**src/rtl/phase_acc_pkg.sv**
```systemverilog
// Shared types and default sizing for the multichannel DDS phase accumulator.
package phase_acc_pkg;

    typedef enum logic {
        ST_IDLE,
        ST_SWEEP
    } state_t;

    localparam int DEF_NUM_CH      = 4;
    localparam int DEF_PHASE_WIDTH = 24;
    localparam int DEF_OUT_WIDTH   = 10;

    function automatic int ch_width(input int n);
        return (n > 1) ? $clog2(n) : 1;
    endfunction

endpackage

```
**src/rtl/phase_acc_regfile.sv**
```systemverilog
// NUM_CH x WIDTH register array: one combinational read port, one write port
// and a clear port that overrides a same-address write.
module phase_acc_regfile
    import phase_acc_pkg::*;
#(
    parameter int NUM_CH = DEF_NUM_CH,
    parameter int WIDTH  = DEF_PHASE_WIDTH,
    parameter int AW     = ch_width(NUM_CH)
) (
    input  logic             clk,
    input  logic             rst,
    input  logic [AW-1:0]    rd_addr,
    output logic [WIDTH-1:0] rd_data,
    input  logic             wr_en,
    input  logic [AW-1:0]    wr_addr,
    input  logic [WIDTH-1:0] wr_data,
    input  logic             clr_en,
    input  logic [AW-1:0]    clr_addr
);

    logic [WIDTH-1:0] mem_q [NUM_CH];
    logic [WIDTH-1:0] mem_d [NUM_CH];

    // Addresses at or above NUM_CH match no entry and are dropped.
    always_comb begin
        mem_d = mem_q;
        for (int unsigned i = 0; i < NUM_CH; i++) begin
            if (wr_en && (wr_addr == AW'(i))) begin
                mem_d[i] = wr_data;
            end
            if (clr_en && (clr_addr == AW'(i))) begin
                mem_d[i] = '0;
            end
        end
    end

    always_ff @(posedge clk or posedge rst) begin
        if (rst) begin
            mem_q <= '{default: '0};
        end else begin
            mem_q <= mem_d;
        end
    end

    assign rd_data = mem_q[rd_addr];

endmodule

```
**src/rtl/multichannel_phase_accumulator.sv**
```systemverilog
// Time-multiplexed N-channel DDS phase accumulator: one channel per clock per sample tick.
// Optional hard sync between adjacent channels via `define PHASE_ACC_HARD_SYNC_EN.
module multichannel_phase_accumulator
    import phase_acc_pkg::*;
#(
    parameter int NUM_CH      = DEF_NUM_CH,
    parameter int PHASE_WIDTH = DEF_PHASE_WIDTH,
    parameter int OUT_WIDTH   = DEF_OUT_WIDTH,
    localparam int CH_W       = ch_width(NUM_CH)
) (
    input  logic                   clk,
    input  logic                   rst_active_high,
    input  logic                   sample_tick,
    input  logic                   cfg_we,
    input  logic                   retrig_we,
    input  logic                   cfg_sync_we,
    input  logic [CH_W-1:0]        cfg_ch,
    input  logic [PHASE_WIDTH-1:0] cfg_fcw,
    input  logic                   cfg_sync,
    input  logic                   overrun_clr,
    output logic                   out_valid,
    output logic [CH_W-1:0]        out_ch,
    output logic [OUT_WIDTH-1:0]   out_phase,
    output logic                   out_wrap,
    output logic                   busy,
    output logic                   overrun
);

    state_t                 state_q, state_d;
    logic [CH_W-1:0]        ch_q, ch_d;
    logic                   tick_q, tick_d;
    logic                   busy_q, busy_d;
    logic                   overrun_q, overrun_d;
    logic                   out_valid_q, out_valid_d;
    logic [CH_W-1:0]        out_ch_q, out_ch_d;
    logic [OUT_WIDTH-1:0]   out_phase_q, out_phase_d;
    logic                   out_wrap_q, out_wrap_d;

    logic                   cfg_in_range;
    logic                   sweeping;
    logic                   last_ch;
    logic [PHASE_WIDTH-1:0] fcw_rd;
    logic [PHASE_WIDTH-1:0] phase_rd;
    logic [PHASE_WIDTH:0]   sum;
    logic                   retrig_hit;
    logic                   sync_hit;
    logic                   beat_wrap;
    logic [PHASE_WIDTH-1:0] phase_wr;

    assign cfg_in_range = (int'(cfg_ch) < NUM_CH);
    assign sweeping     = (state_q == ST_SWEEP);
    assign last_ch      = (ch_q == CH_W'(NUM_CH - 1));

    phase_acc_regfile #(
        .NUM_CH (NUM_CH),
        .WIDTH  (PHASE_WIDTH),
        .AW     (CH_W)
    ) u_fcw (
        .clk      (clk),
        .rst      (rst_active_high),
        .rd_addr  (ch_q),
        .rd_data  (fcw_rd),
        .wr_en    (cfg_we && cfg_in_range),
        .wr_addr  (cfg_ch),
        .wr_data  (cfg_fcw),
        .clr_en   (1'b0),
        .clr_addr ('0)
    );

    phase_acc_regfile #(
        .NUM_CH (NUM_CH),
        .WIDTH  (PHASE_WIDTH),
        .AW     (CH_W)
    ) u_phase (
        .clk      (clk),
        .rst      (rst_active_high),
        .rd_addr  (ch_q),
        .rd_data  (phase_rd),
        .wr_en    (sweeping),
        .wr_addr  (ch_q),
        .wr_data  (phase_wr),
        .clr_en   (retrig_we && cfg_in_range),
        .clr_addr (cfg_ch)
    );

    assign sum        = {1'b0, phase_rd} + {1'b0, fcw_rd};
    assign retrig_hit = retrig_we && cfg_in_range && (cfg_ch == ch_q);
    assign phase_wr   = sync_hit ? '0 : sum[PHASE_WIDTH-1:0];
    assign beat_wrap  = retrig_hit ? 1'b0 : (sync_hit ? 1'b1 : sum[PHASE_WIDTH]);

`ifdef PHASE_ACC_HARD_SYNC_EN
    logic [NUM_CH-1:0] sync_en_q, sync_en_d;
    logic              wrap_prev_q, wrap_prev_d;

    // wrap_prev carries the previous beat's reported wrap within one sweep only.
    assign sync_hit = sweeping && (ch_q != '0) && sync_en_q[ch_q] && wrap_prev_q;

    always_comb begin
        sync_en_d = sync_en_q;
        if (cfg_sync_we && cfg_in_range) begin
            sync_en_d[cfg_ch] = cfg_sync;
        end
        wrap_prev_d = sweeping ? beat_wrap : 1'b0;
    end

    always_ff @(posedge clk or posedge rst_active_high) begin
        if (rst_active_high) begin
            sync_en_q   <= '0;
            wrap_prev_q <= 1'b0;
        end else begin
            sync_en_q   <= sync_en_d;
            wrap_prev_q <= wrap_prev_d;
        end
    end
`else
    logic unused_sync;
    assign unused_sync = cfg_sync_we ^ cfg_sync;
    assign sync_hit    = 1'b0;
`endif

    // The tick is registered once so the first beat lands two edges after it.
    always_comb begin
        state_d     = state_q;
        ch_d        = ch_q;
        busy_d      = busy_q;
        tick_d      = sample_tick && !busy_q && !tick_q;
        out_valid_d = 1'b0;
        out_ch_d    = '0;
        out_phase_d = '0;
        out_wrap_d  = 1'b0;

        overrun_d = overrun_q;
        if (overrun_clr) begin
            overrun_d = 1'b0;
        end
        if (sample_tick && busy_q) begin
            overrun_d = 1'b1;
        end

        case (state_q)
            ST_IDLE: begin
                if (tick_q) begin
                    state_d = ST_SWEEP;
                    ch_d    = '0;
                    busy_d  = 1'b1;
                end
            end
            ST_SWEEP: begin
                out_valid_d = 1'b1;
                out_ch_d    = ch_q;
                out_phase_d = (retrig_hit || sync_hit) ? '0 : sum[PHASE_WIDTH-1 -: OUT_WIDTH];
                out_wrap_d  = beat_wrap;
                if (last_ch) begin
                    state_d = ST_IDLE;
                    ch_d    = '0;
                    busy_d  = 1'b0;
                end else begin
                    ch_d = ch_q + CH_W'(1);
                end
            end
            default: begin
                state_d = ST_IDLE;
                ch_d    = '0;
                busy_d  = 1'b0;
            end
        endcase
    end

    always_ff @(posedge clk or posedge rst_active_high) begin
        if (rst_active_high) begin
            state_q     <= ST_IDLE;
            ch_q        <= '0;
            tick_q      <= 1'b0;
            busy_q      <= 1'b0;
            overrun_q   <= 1'b0;
            out_valid_q <= 1'b0;
            out_ch_q    <= '0;
            out_phase_q <= '0;
            out_wrap_q  <= 1'b0;
        end else begin
            state_q     <= state_d;
            ch_q        <= ch_d;
            tick_q      <= tick_d;
            busy_q      <= busy_d;
            overrun_q   <= overrun_d;
            out_valid_q <= out_valid_d;
            out_ch_q    <= out_ch_d;
            out_phase_q <= out_phase_d;
            out_wrap_q  <= out_wrap_d;
        end
    end

    assign out_valid = out_valid_q;
    assign out_ch    = out_ch_q;
    assign out_phase = out_phase_q;
    assign out_wrap  = out_wrap_q;
    assign busy      = busy_q;
    assign overrun   = overrun_q;

endmodule

```
**config.mk**
```make
export PLATFORM = sky130hd
export DESIGN_NAME = multichannel_phase_accumulator
export DESIGN_NICKNAME = d
export VERILOG_FILES = /design/src/rtl/phase_acc_pkg.sv /design/src/rtl/phase_acc_regfile.sv /design/src/rtl/multichannel_phase_accumulator.sv
export SDC_FILE = /design/constraint.sdc
export NUM_CORES = 1
export LEC_CHECK = 0
export CAP_MARGIN = 10
export CORE_ASPECT_RATIO = 1.75
export CORE_MARGIN = 5
export CORE_UTILIZATION = 55
export DETAILED_ROUTE_END_ITERATION = 10
export GPL_TIMING_DRIVEN = 0
export PLACE_DENSITY = 0.73
export RECOVER_POWER = 100
export SYNTH_ARGS = -nofsm -noshare
export SYNTH_HDL_FRONTEND = slang
export SYNTH_HIERARCHICAL = 1
export SYNTH_SLANG_ARGS = --single-unit
```
**constraint.sdc**
```tcl
create_clock -name clk -period 3.7 [get_ports clk]
set_input_delay 0.555 -clock clk [delete_from_list [all_inputs] [get_ports clk]]
set_output_delay 0.555 -clock clk [all_outputs]
set_load 0.05 [all_outputs]
```
==> results of run 1 <==
layout by cell type, fill, tap and decap left out, types with 4 or more instances in the layout:
master,count
nand2_1,406
dfrtp_1,210
a21oi_1,208
mux4_2,48
clkbuf_1,39
clkdlybuf4s50_1,27
buf_2,25
buf_4,23
ha_1,23
clkbuf_16,21
dlygate4sd3_1,19
a21o_1,18
nor2_1,12
conb_1,12
xnor2_1,11
and2_1,8
o21ai_0,8
buf_6,7
nand4_1,6
inv_1,6
clkbuf_8,6
and3b_1,6
o21ai_1,5
xor2_2,5
a31oi_1,5
nor3_1,5
nand3_1,5
xor2_1,5
and3_1,4
nand3b_1,4
routing by layer:
layer,part of all wire (%),vias to the layer above,GRT usage (%)
met5,0,-,0
met1,35,4429,30.2
met3,4.8,104,3.09
met4,5.1,0,13.7
met2,55,277,49.3
li1,-,4160,-
repair_timing:
action,CTS,global route
endpoints found under the setup margin,75,42
pin swaps,2,2
endpoints found under the hold margin,0,0
resized for setup,23,12
setup buffers,3,4
worst min path at each step:
stage	startpoint	endpoint	slack (ps)	depth (start not counted)
3_3_place_gp	u_phase/mem_q[43]$_DFFE_PP0P_	u_phase/mem_q[43]$_DFFE_PP0P_	510	2
3_5_place_dp	u_fcw/mem_q[10]$_DFFE_PP0P_	u_fcw/mem_q[10]$_DFFE_PP0P_	510	2
5_1_grt	u_fcw/mem_q[44]$_DFFE_PP0P_	u_fcw/mem_q[44]$_DFFE_PP0P_	540	2
2_1_floorplan	state_q$_DFF_PP0_	out_valid$_DFF_PP0_	480	0
4_1_cts	cfg_we	u_fcw/mem_q[91]$_DFFE_PP0P_	510	4
6_report	u_fcw/mem_q[10]$_DFFE_PP0P_	u_fcw/mem_q[10]$_DFFE_PP0P_	520	2
cells in the mapped netlist (3+ instances only):
cell type | number | share of area (%)
o21ai_0 | 9 | 0.41
nand3_1 | 5 | 0.23
and3_1 | 4 | 0.23
nand4_1 | 6 | 0.34
a21oi_1 | 208 | 9.4
xor2_1 | 10 | 0.79
a21o_1 | 18 | 1.2
a211oi_1 | 4 | 0.27
and3_2 | 3 | 0.20
and2_1 | 9 | 0.51
nand2_1 | 406 | 14
dfrtp_1 | 212 | 48
inv_1 | 8 | 0.27
clkbuf_1 | 22 | 0.75
buf_2 | 34 | 1.5
o2111ai_1 | 3 | 0.24
nor3b_1 | 3 | 0.20
nor3_1 | 7 | 0.32
nor2_1 | 14 | 0.47
buf_4 | 22 | 1.5
a31oi_1 | 5 | 0.28
xnor2_1 | 12 | 0.95
o21ai_1 | 4 | 0.18
o21ai_2 | 3 | 0.24
buf_6 | 6 | 0.61
ha_1 | 25 | 2.8
and3b_1 | 6 | 0.47
nand2b_1 | 3 | 0.17
nand3b_1 | 4 | 0.27
a211o_1 | 3 | 0.24
mux4_2 | 48 | 9.8
area by class of cell:
class / count / area share (%)
inverter: 8 / 0.255
multi-input combinational: 870 / 42.1
timing repair buffer: 55 / 4.20
clock inverter: 6 / 0.657
tap: 245 / 2.40
sequential: 212 / 41.6
buffer: 86 / 3.86
clock buffer: 31 / 4.88
flip-flops by register name (all words and copies together) (netlist names):
signal         flops
busy               1
ch_q               2
out_ch             2
out_phase         10
out_valid          1
out_wrap           1
overrun            1
state_q            1
tick_q             1
u_fcw/mem_q       96
u_phase/mem_q     96
stage by stage:
step	std cells	worst slack (ps)
after floorplan	1176	311
after global placement	1467	-1030
after detailed placement	1469	-673
after CTS	1509	12.9
after global routing	1513	-4.36
final	1513	98.0
critical path: stages (launching register included):
cell,delay [ps]
dfrtp_2,440
buf_6,180
buf_8,180
mux4_2,550
ha_1,400
a21o_1,260
o21ai_2,100
a211oi_4,290
buf_12,170
o2111ai_1,170
nand2_1,180
xor2_2,320
nand2_1,100
a21oi_1,150
power groups by stage:
stage	sequential, µW	clock [µW]	combinational, µW
after floorplan	3150	0	2410
after global placement	3140	0	3310
after detailed placement	3160	0	3380
after CTS	3110	2240	3500
after global routing	3140	2330	3820
final	3090	2210	3550
cells by family after synthesis:
kind of cell,Yosys count
AND/OR/NAND/NOR,481
AO/OA/AOI/OAI,279
flip-flops,212
buffers and inverters,94
multiplexers,50
adder cells (fa/ha/maj),26
XOR/XNOR,22
other,1
==> impl_metrics.yaml, run 1 <==
run_status:
  outcome: "finished with violations"
  violations: "capacitance limit, slew limit"
detailed_routing:
  postRouteAntennaNets: 0
  viasPerCell: 5.93
  drt-initial-drc-count: 606
  dr.pass1.iters: 6
  vias: 8970
  wl_per_cell_um: 20.1
  drc_errors: 0
  wirelength_um: 30400
timing:
  hold_viol: 0
  drv_slew: 167
  rsz0062_at_grt: "true"
  fmax_ghz: 0.278
  timing.final.crit_share_pct: 97.4
  setup_violations: 0
  setup-tns-final_ps: 0
  fin_skew_ps: 8.65
  timing.hold.ws_ps: 517
  worst_pin_slew_ps: 1640
  finalCriticalPeriod_ps: 3600
  relSlewSlack_pct: -9.89
floorplanning:
  core_area_um2: 19800
  die_area_um2: 23200
  start_util_pct: 55.9
  rows: 68
  die_h_um: 198
  io_pins: 50
  die_w_um: 117
synth:
  netlist_instances: 1165
  muxShareOfSynthArea_pct: 9.94
  synth_seq_cells: 212
  synth-simple-area-share_pct: 18.1
  synth_edf_count: 0
  ys_seq_area_share_pct: 47.9
  synth_cell_types: 60
  postSynthAreaPerCell_um2: 9.50
  synth_top_family_by_area: "simple AND/OR/NAND/NOR gates"
  syn_area_um2: 11100
  synthFlopType: "dfrtp_1"
  synth-async-reset-ratio_pct: 100
  yosys_warnings: 6
  synth_compound_area_share_pct: 14.5
  synth-xor-area-share_pct: 1.74
  synth_adder_area_share_pct: 3.01
power:
  power_leakage_uw: 0.00572
  clkPwrFrac_pct: 25.0
  total_power_uw: 8850
  vdd_drop_max_mv: 0.587
  p_int_uw: 5550
  netSwitchingFraction_pct: 37.2
  p_per_area_nw_per_um2: 694
  comb_power_share_pct: 40.1
  seq_power_share_pct: 34.9
  p_sw_uw: 3290
worst_setup_path:
  reg2reg_to: "u_phase/mem_q[63]$_DFFE_PP0P_"
  worstPathArrival_ps: 4020
  crit_path_start_kind: "flip-flop"
  crit_end: "u_phase/mem_q[63]$_DFFE_PP0P_"
  r2r_start: "ch_q[0]$_DFFE_PP0P_"
  crit_required_ps: 4110
  path_class: "flip-flop to flip-flop"
  crit_path_end_kind: "flip-flop"
  reg2regPathDepth: 13
  path_max_fanout: 10
  cp-startpoint: "ch_q[0]$_DFFE_PP0P_"
  ff2ff_setup_slack_ps: 100
clock_network:
  cts_max_path_buffers: 3
  h-tree-depth: 1
  clk_pin_slew_ps: 60
  clk_latency_ps: 500
  cts_root_buffer: "clkbuf_16"
  cts_made_buffers: 21
  cts_tree: "built"
  cts_hold_buf: 0
  cts.sink_count: 212
grt:
  antenna_found_initial: 0
  grt_pass1_vias: 9215
  grt_max_degree: 68
  grt_pass1_wl_um: 48200
  grt-ovfl-total: 0
  grt_util_all_layers_pct: 27.0
placed_design:
  routabilityCongestion: 0.928
  hpwl_um: 21900
  place_area_um2: 11900
  io_buffers: 46
cells_and_area:
  fillers: 1685
  drive_gt1_share_pct: 14.1
  area_growth_pct: 15.2
  final_nets: 1314
  post-route-util_pct: 64.3
  multi_input_area_um2: 5370
  fin_area_um2: 12800
  diodes: 0
  final-seq-area_um2: 5310
hold_path:
  hold_class: "flip-flop to flip-flop"
job:
  drv_cap: 3
Power figures use the tool's default switching activity.
==> run 2: changes to the inputs <==
--- a/config.mk
+++ b/config.mk
@@ -10,6 +10,7 @@
 export CORE_MARGIN = 5
 export CORE_UTILIZATION = 55
 export DETAILED_ROUTE_END_ITERATION = 10
+export GPL_ROUTABILITY_DRIVEN = 0
 export GPL_TIMING_DRIVEN = 0
 export PLACE_DENSITY = 0.73
 export RECOVER_POWER = 100
==> impl_metrics.yaml, run 2 (synthesis results as in run 1) <==
worst_setup_path:
  crit_required_ps: 4110
  crit_end: "u_phase/mem_q[22]$_DFFE_PP0P_"
  crit_path_start_kind: "flip-flop"
  ff2ff_setup_slack_ps: 140
  reg2regPathDepth: 11
  worstPathArrival_ps: 3970
  path_class: "flip-flop to flip-flop"
  path_max_fanout: 10
  crit_path_end_kind: "flip-flop"
  cp-startpoint: "ch_q[0]$_DFFE_PP0P_"
  reg2reg_to: "u_phase/mem_q[22]$_DFFE_PP0P_"
  r2r_start: "ch_q[0]$_DFFE_PP0P_"
clock_network:
  cts_root_buffer: "clkbuf_16"
  clk_pin_slew_ps: 70
  cts_max_path_buffers: 3
  cts.sink_count: 212
  cts_made_buffers: 21
  clk_latency_ps: 520
  cts_tree: "built"
  cts_hold_buf: 0
  h-tree-depth: 1
detailed_routing:
  viasPerCell: 5.93
  dr.pass1.iters: 5
  vias: 8989
  wirelength_um: 30500
  drc_errors: 0
  drt-initial-drc-count: 624
  wl_per_cell_um: 20.1
  postRouteAntennaNets: 0
grt:
  grt_util_all_layers_pct: 27.1
  grt_max_degree: 72
  grt-ovfl-total: 0
  grt_pass1_vias: 9285
  antenna_found_initial: 0
  grt_pass1_wl_um: 49000
power:
  p_per_area_nw_per_um2: 694
  total_power_uw: 8950
  power_leakage_uw: 0.00577
  vdd_drop_max_mv: 0.449
run_status:
  outcome: "complete, no violations"
cells_and_area:
  mostFrequentLayoutCells: "nand2_1, dfrtp_1, a21oi_1"
  final_common_cell: "nand2_1"
  fillers: 1632
  final_nets: 1315
  area_growth_pct: 16.5
  diodes: 0
  drive_gt1_share_pct: 15.4
floorplanning:
  core_area_um2: 19800
  die_area_um2: 23200
  io_pins: 50
  start_util_pct: 55.9
  die_h_um: 198
  die_w_um: 117
  rows: 68
timing:
  worst_pin_slew_ps: 1310
  fin_ws_ps: 145
  rsz0062_at_grt: "false"
  finalCriticalPeriod_ps: 3560
  fmax_ghz: 0.281
  fin_skew_ps: 24.3
  hold_viol: 0
  relSlewSlack_pct: 12.0
  setup_violations: 0
  timing.final.crit_share_pct: 96.1
  drv_slew: 0
job:
  drv_cap: 0
placed_design:
  preCtsSetupSlack_ps: -673
  hpwl_um: 21800
  io_buffers: 46
hold_path:
  hold_class: "flip-flop to flip-flop"
==> run 2: cell types whose count changed in the layout (fill, tap and decap cells not counted), moves of 2 or more <==
cell / previous run / this run
buf_2: 25 / 29
clkbuf_8: 6 / 4
clkbuf_1: 39 / 23
dlygate4sd3_1: 19 / 1
clkbuf_4: 0 / 2
buf_8: 2 / 4
buf_16: 0 / 2
buf_4: 23 / 28
clkdlybuf4s50_1: 27 / 45
clkinvlp_4: 0 / 3
==> run 2: how the worst min path moves through the flow <==
stage	start	to	slack (ps)	cells after the start
2_1_floorplan	state_q$_DFF_PP0_	out_valid$_DFF_PP0_	480	0
4_1_cts	cfg_we	u_fcw/mem_q[91]$_DFFE_PP0P_	510	4
6_report	u_fcw/mem_q[45]$_DFFE_PP0P_	u_fcw/mem_q[45]$_DFFE_PP0P_	520	2
3_5_place_dp	u_phase/mem_q[38]$_DFFE_PP0P_	u_phase/mem_q[38]$_DFFE_PP0P_	510	2
3_3_place_gp	u_phase/mem_q[36]$_DFFE_PP0P_	u_phase/mem_q[36]$_DFFE_PP0P_	510	2
5_1_grt	cfg_we	u_fcw/mem_q[92]$_DFFE_PP0P_	530	4
==> run 2: through the flow <==
stage               instances  utilization (%)  cell area, µm²  hold WS [ps]  TNS, ps
global placement         1467             59.9           11900           505  -199440
floorplan                1176                -           11100           476        0
CTS                      1510             64.5           12800           511        0
finish                   1515             65.0           12900           519        0
detailed placement       1469             60.2           11900           512   -23170
global route             1515             65.0           12900           535        0
==> run 2: final cells by class <==
class	count	area (µm²)	share of cell area (%)
multi-input combinational	870	5380	41.7
sequential	212	5310	41.2
timing repair buffer	56	588	4.56
clock buffer	26	584	4.53
buffer	86	544	4.22
tap	245	307	2.38
clock inverter	12	154	1.19
inverter	8	33.8	0.262
==> run 2: timing repair <==
item | in CTS | in global routing
resized for setup | 20 | 22
buffers inserted | 3 | 5
setup endpoints to repair | 75 | 42
pin swaps | 1 | 4
==> run 2: power breakdown <==
group | total, µW | internal, µW | switching, µW
Combinational | 3570 | 1470 | 2100
Clock | 2280 | 1340 | 936
Sequential | 3100 | 2810 | 293
Total | 8950 | 5620 | 3320
==> run 2: critical path, stage by stage (launching register included) <==
cell and delay (ps):
dfrtp_2 430, buf_4 220, buf_8 190, mux4_2 510
ha_1 390, a21o_1 270, a22oi_1 140, o211ai_2 370
a211oi_1 150, xnor2_1 490, nand2_1 110, a21oi_1 180
==> run 2: layer usage <==
layer | vias up | wire length (µm) | GRT usage [%]
met5 | - | 0 | 0
li1 | 4162 | - | -
met4 | 0 | 1160 | 11.7
met1 | 4451 | 10800 | 31.3
met2 | 295 | 17000 | 49.7
met3 | 81 | 1560 | 2.84
==> run 3: changes to the inputs <==
--- a/config.mk
+++ b/config.mk
@@ -16,5 +16,4 @@
 export RECOVER_POWER = 100
 export SYNTH_ARGS = -nofsm -noshare
 export SYNTH_HDL_FRONTEND = slang
-export SYNTH_HIERARCHICAL = 1
 export SYNTH_SLANG_ARGS = --single-unit
==> impl_metrics.yaml, run 3 <==
run_status:
  outcome: "finished with violations"
  violations: "capacitance limit, slew limit"
timing:
  fmax_ghz: 0.279
  drv_slew: 34
  fin_skew_ps: 15.9
  setup-tns-final_ps: 0
  setup_violations: 0
  timing.final.crit_share_pct: 96.9
  hold_viol: 0
  finalCriticalPeriod_ps: 3580
  relSlewSlack_pct: -0.945
  worst_pin_slew_ps: 1510
clock_network:
  h-tree-depth: 1
  cts_tree: "built"
  cts_hold_buf: 0
  cts.sink_count: 212
  clk_latency_ps: 510
  cts_max_path_buffers: 3
  cts_made_buffers: 21
  cts_root_buffer: "clkbuf_16"
  clk_pin_slew_ps: 60
worst_setup_path:
  worstPathCellList: "buf_6 > buf_12 > clkbuf_16 > mux4_2 > ha_2 > fa_1 > a21o_1 > a221o_1 > and4_4 > or3_1 > a21o_1 > a32o_1"
  crit_path_start_kind: "flip-flop"
  worstPathArrival_ps: 3980
  path_class: "flip-flop to flip-flop"
  reg2regPathDepth: 12
  crit_path_max_incr_delay_ps: 400
  reg2reg_to: "u_phase.mem_q[92]$_DFFE_PP0P_"
  crit_required_ps: 4090
  ff2ff_setup_slack_ps: 120
  crit_path_frequent_cell: "a21o_1"
  path_max_fanout: 10
  crit_path_end_kind: "flip-flop"
  r2r_start: "ch_q[1]$_DFFE_PP0P_"
  cpMaxStageDelayCell: "dfrtp_1"
job:
  drv_cap: 1
detailed_routing:
  vias: 7078
  drt-initial-drc-count: 582
  dr.pass1.iters: 5
  drc_errors: 0
  postRouteAntennaNets: 0
  wl_per_cell_um: 24.2
  viasPerCell: 6.48
  wirelength_um: 26400
synth:
  ys_seq_area_share_pct: 52.2
  synth_edf_count: 0
  yosysMostFrequentCell: "dfrtp_1"
  synth_seq_cells: 212
  synth_top_area_share_pct: 52.2
  synth_area_leaders: "dfrtp_1, mux2_2, mux4_2"
  synth-async-reset-ratio_pct: 100
  syn_area_um2: 10200
  ys_top_cells_by_count: "dfrtp_1, mux2_2, a22o_1, mux4_2, nand2_1"
  synthFlopType: "dfrtp_1"
  yosys_warnings: 0
  netlist_instances: 763
  synth_largest_area_cell: "dfrtp_1"
  postSynthAreaPerCell_um2: 13.3
  synth_cell_types: 55
  synth_nets: 826
floorplanning:
  die_w_um: 113
  die_area_um2: 21400
  core_area_um2: 18100
  start_util_pct: 56.1
  io_pins: 50
  rows: 65
  die_h_um: 190
power:
  p_per_area_nw_per_um2: 893
  total_power_uw: 10600
  power_leakage_uw: 0.00530
  vdd_drop_max_mv: 0.547
grt:
  grt_max_degree: 47
  grt_pass1_wl_um: 42200
  grt-ovfl-total: 0
  antenna_found_initial: 0
  grt_util_all_layers_pct: 25.1
  grt_pass1_vias: 7588
cells_and_area:
  mostFrequentLayoutCells: "dfrtp_1, mux2_2, a22o_1"
  final_nets: 907
  area_growth_pct: 17.3
  post-route-util_pct: 65.8
  diodes: 0
  final_common_cell: "dfrtp_1"
  drive_gt1_share_pct: 26.2
placed_design:
  hpwl_um: 18700
  io_buffers: 45
hold_path:
  min_to: "u_phase.mem_q[91]$_DFFE_PP0P_"
  worstHoldStart: "u_phase.mem_q[91]$_DFFE_PP0P_"
  hold_class: "flip-flop to flip-flop"
  holdPathStages: 2
run 3: cell count changes in the layout (fill, tap and decap cells not counted), sizes merged, moves of 19 or more:
| cell | delta |
|---|---|
| nand2 | -363 |
| a22o | +68 |
| mux2 | +96 |
| clkdlybuf4s50 | -19 |
| buf | -44 |
| a21oi | -185 |
run 3: power by group:
part	leakage (µW)	internal (µW)	switching, µW	total (µW)
Combinational	0.00221	2120	2890	5020
Sequential	0.00272	2980	376	3360
Clock	0.000364	1360	909	2270
Total	0.00530	6470	4180	10600
run 3: layout make-up:
cell class / instances / area, µm²
fill: 1286 / 6210
sequential: 212 / 5310
multi-input combinational: 494 / 4660
clock buffer: 29 / 606
timing repair buffer: 58 / 599
tap: 234 / 293
buffer: 45 / 274
clock inverter: 9 / 138
inverter: 12 / 46.3
run 3: timing repair:
item                       CTS  global route
buffers inserted             1             7
pin swaps                    1             1
gates resized for setup     36            13
setup endpoints to repair   95            53
run 3: through the flow:
stage | hold WS (ps) | instances | setup slack (ps) | area, µm²
after global placement | 455 | 1042 | -796 | 10900
after global routing | 514 | 1093 | -13.1 | 11900
after detailed placement | 470 | 1047 | -881 | 11000
after CTS | 484 | 1086 | 1.34 | 11900
final | 491 | 1093 | 115 | 11900
after floorplan | 443 | 763 | 5.72 | 10200
run 3: cells by family (layout without fill, tap and decap cells):
logic type / Yosys count / after routing / share of synthesized area [%]
buf+inv: 57 / 153 / 2.17
simple gates: 129 / 129 / 6.36
mux: 145 / 145 / 21.4
fa+ha+maj: 29 / 29 / 3.64
flops: 212 / 212 / 52.2
compound gates: 173 / 173 / 12.8
xor+xnor: 18 / 18 / 1.55
run 3: critical path: cells and delay by family, from the launching register on:
| family | cells | cell delay, ps |
|---|---|---|
| muxes | 1 | 330 |
| buffers and inverters | 3 | 480 |
| DFF | 1 | 400 |
| adders and majority gates | 2 | 640 |
| and+or+nand+nor | 2 | 570 |
| AOI/OAI and AO/OA | 4 | 1030 |
run 3: routing by layer:
metal | part of all wire [%] | up-vias | GRT usage, %
li1 | - | 3064 | -
met1 | 36 | 3627 | 29.7
met2 | 53 | 302 | 44.2
met3 | 4.8 | 85 | 2.61
met4 | 6.4 | 0 | 14.1
met5 | 0 | - | 0
run 3: worst max path at each step:
stage                              from                       endpoint  slack [ps]  cells after the start
CTS                 ch_q[1]$_DFFE_PP0P_  u_phase.mem_q[92]$_DFFE_PP0P_           1                     12
global route        ch_q[0]$_DFFE_PP0P_  u_phase.mem_q[20]$_DFFE_PP0P_         -10                     10
floorplan           ch_q[1]$_DFFE_PP0P_  u_phase.mem_q[20]$_DFFE_PP0P_           6                     12
global placement        rst_active_high  u_phase.mem_q[29]$_DFFE_PP0P_        -800                      2
detailed placement  ch_q[0]$_DFFE_PP0P_  u_phase.mem_q[66]$_DFFE_PP0P_        -880                     12
finish              ch_q[1]$_DFFE_PP0P_  u_phase.mem_q[92]$_DFFE_PP0P_         120                     12
